## src/rtl/sseg_scan_ctrl.sv

```systemverilog
// N-digit multiplexed seven-segment driver: hex decode, digit scan, blink,
// leading-zero blanking and decimal points. Value is snapshotted once per frame.
module sseg_scan_ctrl #(
  parameter int NDIGITS      = 4,
  parameter int REFRESH_DIV  = 100000,
  parameter int BLINK_FRAMES = 64
) (
  input  logic                   clk,
  input  logic                   reset,
  input  logic [4*NDIGITS-1:0]   value,
  input  logic [NDIGITS-1:0]     dp_in,
  input  logic                   blink_en,
  input  logic                   blank_lz,
  output logic [NDIGITS-1:0]     an,
  output logic [6:0]             seg,
  output logic                   dp,
  output logic                   frame_done
);

  localparam int PW = (REFRESH_DIV > 1) ? $clog2(REFRESH_DIV) : 1;
  localparam int IW = (NDIGITS > 1) ? $clog2(NDIGITS) : 1;
  localparam int FW = (BLINK_FRAMES > 1) ? $clog2(BLINK_FRAMES) : 1;

  localparam logic [PW-1:0] PRESC_LAST = PW'(REFRESH_DIV - 1);
  localparam logic [IW-1:0] IDX_LAST   = IW'(NDIGITS - 1);
  localparam logic [FW-1:0] FRAME_LAST = FW'(BLINK_FRAMES - 1);

  function automatic logic [6:0] hex7(input logic [3:0] h);
    logic [6:0] s;
    case (h)
      4'h0: s = 7'h40;  4'h1: s = 7'h79;  4'h2: s = 7'h24;  4'h3: s = 7'h30;
      4'h4: s = 7'h19;  4'h5: s = 7'h12;  4'h6: s = 7'h02;  4'h7: s = 7'h78;
      4'h8: s = 7'h00;  4'h9: s = 7'h10;  4'hA: s = 7'h08;  4'hB: s = 7'h03;
      4'hC: s = 7'h46;  4'hD: s = 7'h21;  4'hE: s = 7'h06;  default: s = 7'h0E;
    endcase
    return s;
  endfunction

  logic [PW-1:0]          presc_q, presc_d;
  logic [IW-1:0]          idx_q, idx_d;
  logic [FW-1:0]          frame_q, frame_d;
  logic                   blink_q, blink_d;
  logic [4*NDIGITS-1:0]   snap_val_q, snap_val_d;
  logic [NDIGITS-1:0]     snap_dp_q, snap_dp_d;
  logic [NDIGITS-1:0]     an_q, an_d;
  logic [6:0]             seg_q, seg_d;
  logic                   dp_q, dp_d;
  logic                   fd_q, fd_d;

  logic                   digit_tick;
  logic                   frame_wrap;
  logic [3:0]             cur_nib;
  logic                   cur_dp;
  logic                   upper_zero;
  logic                   lz_blank;

  assign digit_tick = (presc_q == PRESC_LAST);
  assign frame_wrap = digit_tick && (idx_q == IDX_LAST);

  // NOTE: every always_comb target gets a default first so no path leaves it
  // unassigned; that is what keeps latches from being inferred.
  always_comb begin
    cur_nib    = 4'h0;
    cur_dp     = 1'b0;
    upper_zero = 1'b1;
    for (int i = 0; i < NDIGITS; i++) begin
      if (IW'(i) == idx_q) begin
        cur_nib = snap_val_q[4*i +: 4];
        cur_dp  = snap_dp_q[i];
      end
      if (i >= int'(idx_q) && snap_val_q[4*i +: 4] != 4'h0) upper_zero = 1'b0;
    end
  end

  assign lz_blank = blank_lz && (idx_q != '0) && upper_zero;

  always_comb begin
    presc_d    = digit_tick ? '0 : presc_q + 1'b1;
    idx_d      = idx_q;
    frame_d    = frame_q;
    blink_d    = blink_q;
    snap_val_d = snap_val_q;
    snap_dp_d  = snap_dp_q;

    if (digit_tick) idx_d = frame_wrap ? '0 : idx_q + 1'b1;

    if (frame_wrap) begin
      snap_val_d = value;
      snap_dp_d  = dp_in;
      if (frame_q == FRAME_LAST) begin
        frame_d = '0;
        blink_d = ~blink_q;
      end else begin
        frame_d = frame_q + 1'b1;
      end
    end

    // Outputs describe the digit selected by the current idx, one cycle later.
    seg_d = lz_blank ? 7'h7F : hex7(cur_nib);
    dp_d  = lz_blank | ~cur_dp;
    an_d  = (lz_blank || (blink_en && blink_q)) ? '1
                                                 : ~(NDIGITS'(1) << idx_q);
    fd_d  = frame_wrap;
  end

  // NOTE: sequential state uses non-blocking assignments so every register
  // samples pre-edge values regardless of statement order.
  always_ff @(posedge clk) begin
    if (reset) begin
      presc_q    <= '0;
      idx_q      <= '0;
      frame_q    <= '0;
      blink_q    <= 1'b0;
      snap_val_q <= '0;
      snap_dp_q  <= '0;
      an_q       <= '1;
      seg_q      <= 7'h7F;
      dp_q       <= 1'b1;
      fd_q       <= 1'b0;
    end else begin
      presc_q    <= presc_d;
      idx_q      <= idx_d;
      frame_q    <= frame_d;
      blink_q    <= blink_d;
      snap_val_q <= snap_val_d;
      snap_dp_q  <= snap_dp_d;
      an_q       <= an_d;
      seg_q      <= seg_d;
      dp_q       <= dp_d;
      fd_q       <= fd_d;
    end
  end

  assign an         = an_q;
  assign seg        = seg_q;
  assign dp         = dp_q;
  assign frame_done = fd_q;

endmodule
```

## config.mk

```make
export PLATFORM = sky130hd
export DESIGN_NAME = sseg_scan_ctrl
export DESIGN_NICKNAME = d
export VERILOG_FILES = /design/src/rtl/sseg_scan_ctrl.sv
export SDC_FILE = /design/constraint.sdc
export NUM_CORES = 1
export LEC_CHECK = 0
export BUFFER_PORTS_ARGS = -buffer_cell sky130_fd_sc_hd__buf_2
export CAP_MARGIN = 15
export CORE_ASPECT_RATIO = 1.75
export CORE_MARGIN = 4
export CORE_UTILIZATION = 50
export CTS_CLUSTER_SIZE = 14
export DETAILED_ROUTE_END_ITERATION = 10
export PLACE_DENSITY = 0.71
export SYNTH_ARGS = -nofsm -noshare
export SYNTH_HDL_FRONTEND = slang
export SYNTH_SLANG_ARGS = --single-unit
```

## constraint.sdc

```tcl
create_clock -name clk -period 4.2 [get_ports clk]
set_input_delay 0.84 -clock clk [delete_from_list [all_inputs] [get_ports clk]]
set_output_delay 0.84 -clock clk [all_outputs]
set_load 0.03 [all_outputs]
```

==> impl_metrics.env <==
export IMPL_skew_ns=0.00939
export IMPL_path_class="flip-flop to flip-flop"
export IMPL_mostFrequentLayoutCell="dfxtp_1"
export IMPL_wl_per_cell_um=15.5
export IMPL_synth_top_area_share=0.446
export IMPL_netlist_top_cells_area="dfxtp_1 45%, a22o_1 7.3%, ha_1 6.1%"
export IMPL_finalMaxSlewViolations=0
export IMPL_synth_seq_area_share=0.446
export IMPL_utilization=0.597
export IMPL_status="complete, no violations"
export IMPL_grt_pass1_vias=2088
export IMPL_synthAdderAreaFrac=0.0614
export IMPL_clk_pin_slew_worst_paths_ns=0.06
export IMPL_seqCellArea_mm2=0.00118
export IMPL_cts_setup_buffers=0
export IMPL_yosys_area_share_simple=0.232
export IMPL_cts_tree="built"
export IMPL_synthMuxAreaShare=0.0189
export IMPL_hold_path_class="flip-flop to flip-flop"
export IMPL_pre_cts_ws_ns=1.44
export IMPL_antenna_found_initial=0
export IMPL_ctsResizeCount=0
export IMPL_dp_cells=358
export IMPL_grt_usage=0.184
export IMPL_setup_viol=0
export IMPL_synth_seq_cells=59
export IMPL_boundaryPins=37
export IMPL_grt_setup_unrepaired="no"
export IMPL_yosys_warnings=0
export IMPL_initial_utilization=0.523
export IMPL_gp_congestion=0.828
export IMPL_ys_async_sr_fraction=0
export IMPL_syn_area_mm2=0.00265
export IMPL_fin_setup_tns_ns=0
export IMPL_io_buffers=36
export IMPL_n_fill_cell=437
export IMPL_fmax_ghz=0.360
export IMPL_vias=2128
export IMPL_synth_nets=317
export IMPL_synth_avg_cell_area_um2=9.46
export IMPL_r2r_cells=6
export IMPL_r2r_end="seg[3]"
export IMPL_synth_xor_area_frac=0.0562
export IMPL_antennaDiodeCount=0
export IMPL_grt_pass1_wl_mm=9.44
export IMPL_drtIter0Drc=97
export IMPL_min_path_cells=1
export IMPL_power_mw=1.12
export IMPL_p_leak_nw=1.22
export IMPL_synth_edf_count=0
export IMPL_cell_internal_pwr_mw=0.871
export IMPL_r2r_slack_ns=1.42
export IMPL_endpoint="seg[3]"
export IMPL_design_die_area_mm2=0.00657
export IMPL_r2r_start="idx_q[1]"
export IMPL_ctsHoldBuffers=0
export IMPL_required_ns=4.38
export IMPL_tightest_slew_ns=0.879
export IMPL_clockBufferDepth=2
export IMPL_first_pass_iters=4
export IMPL_cp_start_kind="flip-flop"
export IMPL_slew_headroom=0.410
export IMPL_ctsRootBufferMaster="clkbuf_8"
export IMPL_swShare=0.226
export IMPL_hold_viol=0
export IMPL_mostFrequentLayoutCells="59 x dfxtp_1, 36 x buf_2, 30 x nor2_1"
export IMPL_comb_power_share=0.039
export IMPL_p_sw_mw=0.254
export IMPL_core_mm2=0.00506
export IMPL_synth_cells=280
export IMPL_cp_max_fo=20
export IMPL_cts_buffers=9
export IMPL_drive_gt1_frac=0.181
export IMPL_clock_latency_ns=0.34
export IMPL_detail_route_vias_per_cell=5.69
export IMPL_fin_cells=374
export IMPL_pwr_share_clk=0.453
export IMPL_grt_overflow_total=0
export IMPL_remaining_drc_errors=0
export IMPL_htree_levels=3
export IMPL_seqPwrFrac=0.508
export IMPL_routed_wl_mm=5.80
export IMPL_synth_flop_cell="dfxtp_1"
export IMPL_powerDensity_mw_per_mm2=372
export IMPL_row_count=34
export IMPL_place_hpwl_mm=4.27
export IMPL_clock_sinks=59
export IMPL_synth_cell_type_count=40
export IMPL_critPathLaunch="idx_q[1]"
export IMPL_drtAntennaViolNets=0
export IMPL_yosysTopAreaCell="dfxtp_1"
export IMPL_drv_cap=0
export IMPL_multi_input_area_mm2=0.00135
export IMPL_layout_min_cycle_time_ns=2.78
export IMPL_vdd_drop_max_mv=0.355
export IMPL_synth_compound_area_share=0.141
export IMPL_nets=352
export IMPL_synth_top_family_by_area="simple AND/OR/NAND/NOR gates"
export IMPL_area_growth_pct=14.0
export IMPL_cp_end_kind="flip-flop"
export IMPL_grt_start_max_net_pins=23
export IMPL_die_w_um=63.0
export IMPL_die_height_um=104
export IMPL_fin_crit_sh=0.662
export IMPL_crit_arrival_ns=2.96
export IMPL_fin_ws_ns=1.42
[power groups by stage]
stage          sequential (mW)  clock [mW]  combinational (mW)
2_1_floorplan            0.590           0              0.0171
4_1_cts                  0.571       0.518              0.0451
6_report                 0.571       0.509              0.0443
3_5_place_dp             0.584           0              0.0450
5_1_grt                  0.572       0.544              0.0482
3_3_place_gp             0.583           0              0.0440
[per-layer routing]
| layer | global-route usage | vias to the layer above | part of all wire |
|---|---|---|---|
| li1 | - | 1063 | - |
| met1 | 0.179 | 998 | 0.38 |
| met2 | 0.335 | 47 | 0.55 |
| met3 | 0.0562 | 20 | 0.032 |
| met4 | 0.106 | 0 | 0.037 |
| met5 | 0 | - | 0 |
[worst max-delay path: stages (launching register included)]
cell and delay [ns]:
dfxtp_1 0.40, ha_1 0.65, nor2_1 0.20, a311oi_1 0.75, inv_1 0.27, a211oi_1 0.25
o21ai_0 0.12
[worst min path at each step]
stage                       startpoint  slack, ns      endpoint
after global placement      presc_q[0]       0.44    presc_q[0]
after global routing      snap_dp_q[3]       0.50  snap_dp_q[3]
after detailed placement    presc_q[0]       0.46    presc_q[0]
after floorplan             presc_q[0]       0.43    presc_q[0]
after CTS                   presc_q[0]       0.47    presc_q[0]
final                       presc_q[0]       0.47    presc_q[0]
[cells in the mapped netlist, types with 2 or more instances]
cell type / count
nand3b_1: 5
ha_1: 13
a21oi_1: 8
dfxtp_1: 59
and4_1: 2
a31oi_1: 2
nand4_1: 6
nand2b_1: 4
inv_1: 11
nor3_1: 4
nor3b_1: 2
buf_2: 5
nor4b_1: 2
o221ai_1: 6
nand3_1: 16
and2_1: 4
o21ai_0: 4
nor4_1: 3
nand2_1: 18
xor2_1: 13
nor2_1: 30
mux2i_1: 5
clkbuf_1: 5
and3_1: 3
nor2b_1: 5
buf_6: 3
or2_2: 3
xnor2_1: 4
a211oi_1: 3
a22o_1: 22
[area by class of cell]
cell class | instances | area share
clock inverters | 5 | 0.0174
well taps | 54 | 0.0224
flip-flops and latches | 59 | 0.391
inverters | 11 | 0.0137
clock buffers | 11 | 0.0468
repair buffers | 37 | 0.0621
multi-input cells | 197 | 0.447
[through the flow]
stage	hold WS [ns]	area, um2
CTS	0.475	3020
finish	0.469	3020
global route	0.497	3020
detailed placement	0.461	2830
global placement	0.444	2830
floorplan	0.430	2650
[logic make-up after synthesis]
| kind of cell | count (synthesis) |
|---|---|
| AND/OR/NAND/NOR | 113 |
| flip-flops | 59 |
| AO/OA/AOI/OAI | 49 |
| buffers and inverters | 24 |
| XOR/XNOR | 17 |
| adder cells (fa/ha/maj) | 13 |
| multiplexers | 5 |
[sequential cells by signal, indices dropped and copies added (netlist names)]
signal,flops
dp,1
frame_q,6
snap_val_q,16
idx_q,2
snap_dp_q,4
presc_q,17
seg,7
frame_done,1
blink_q,1
an,4
Power figures use the tool's default switching activity.
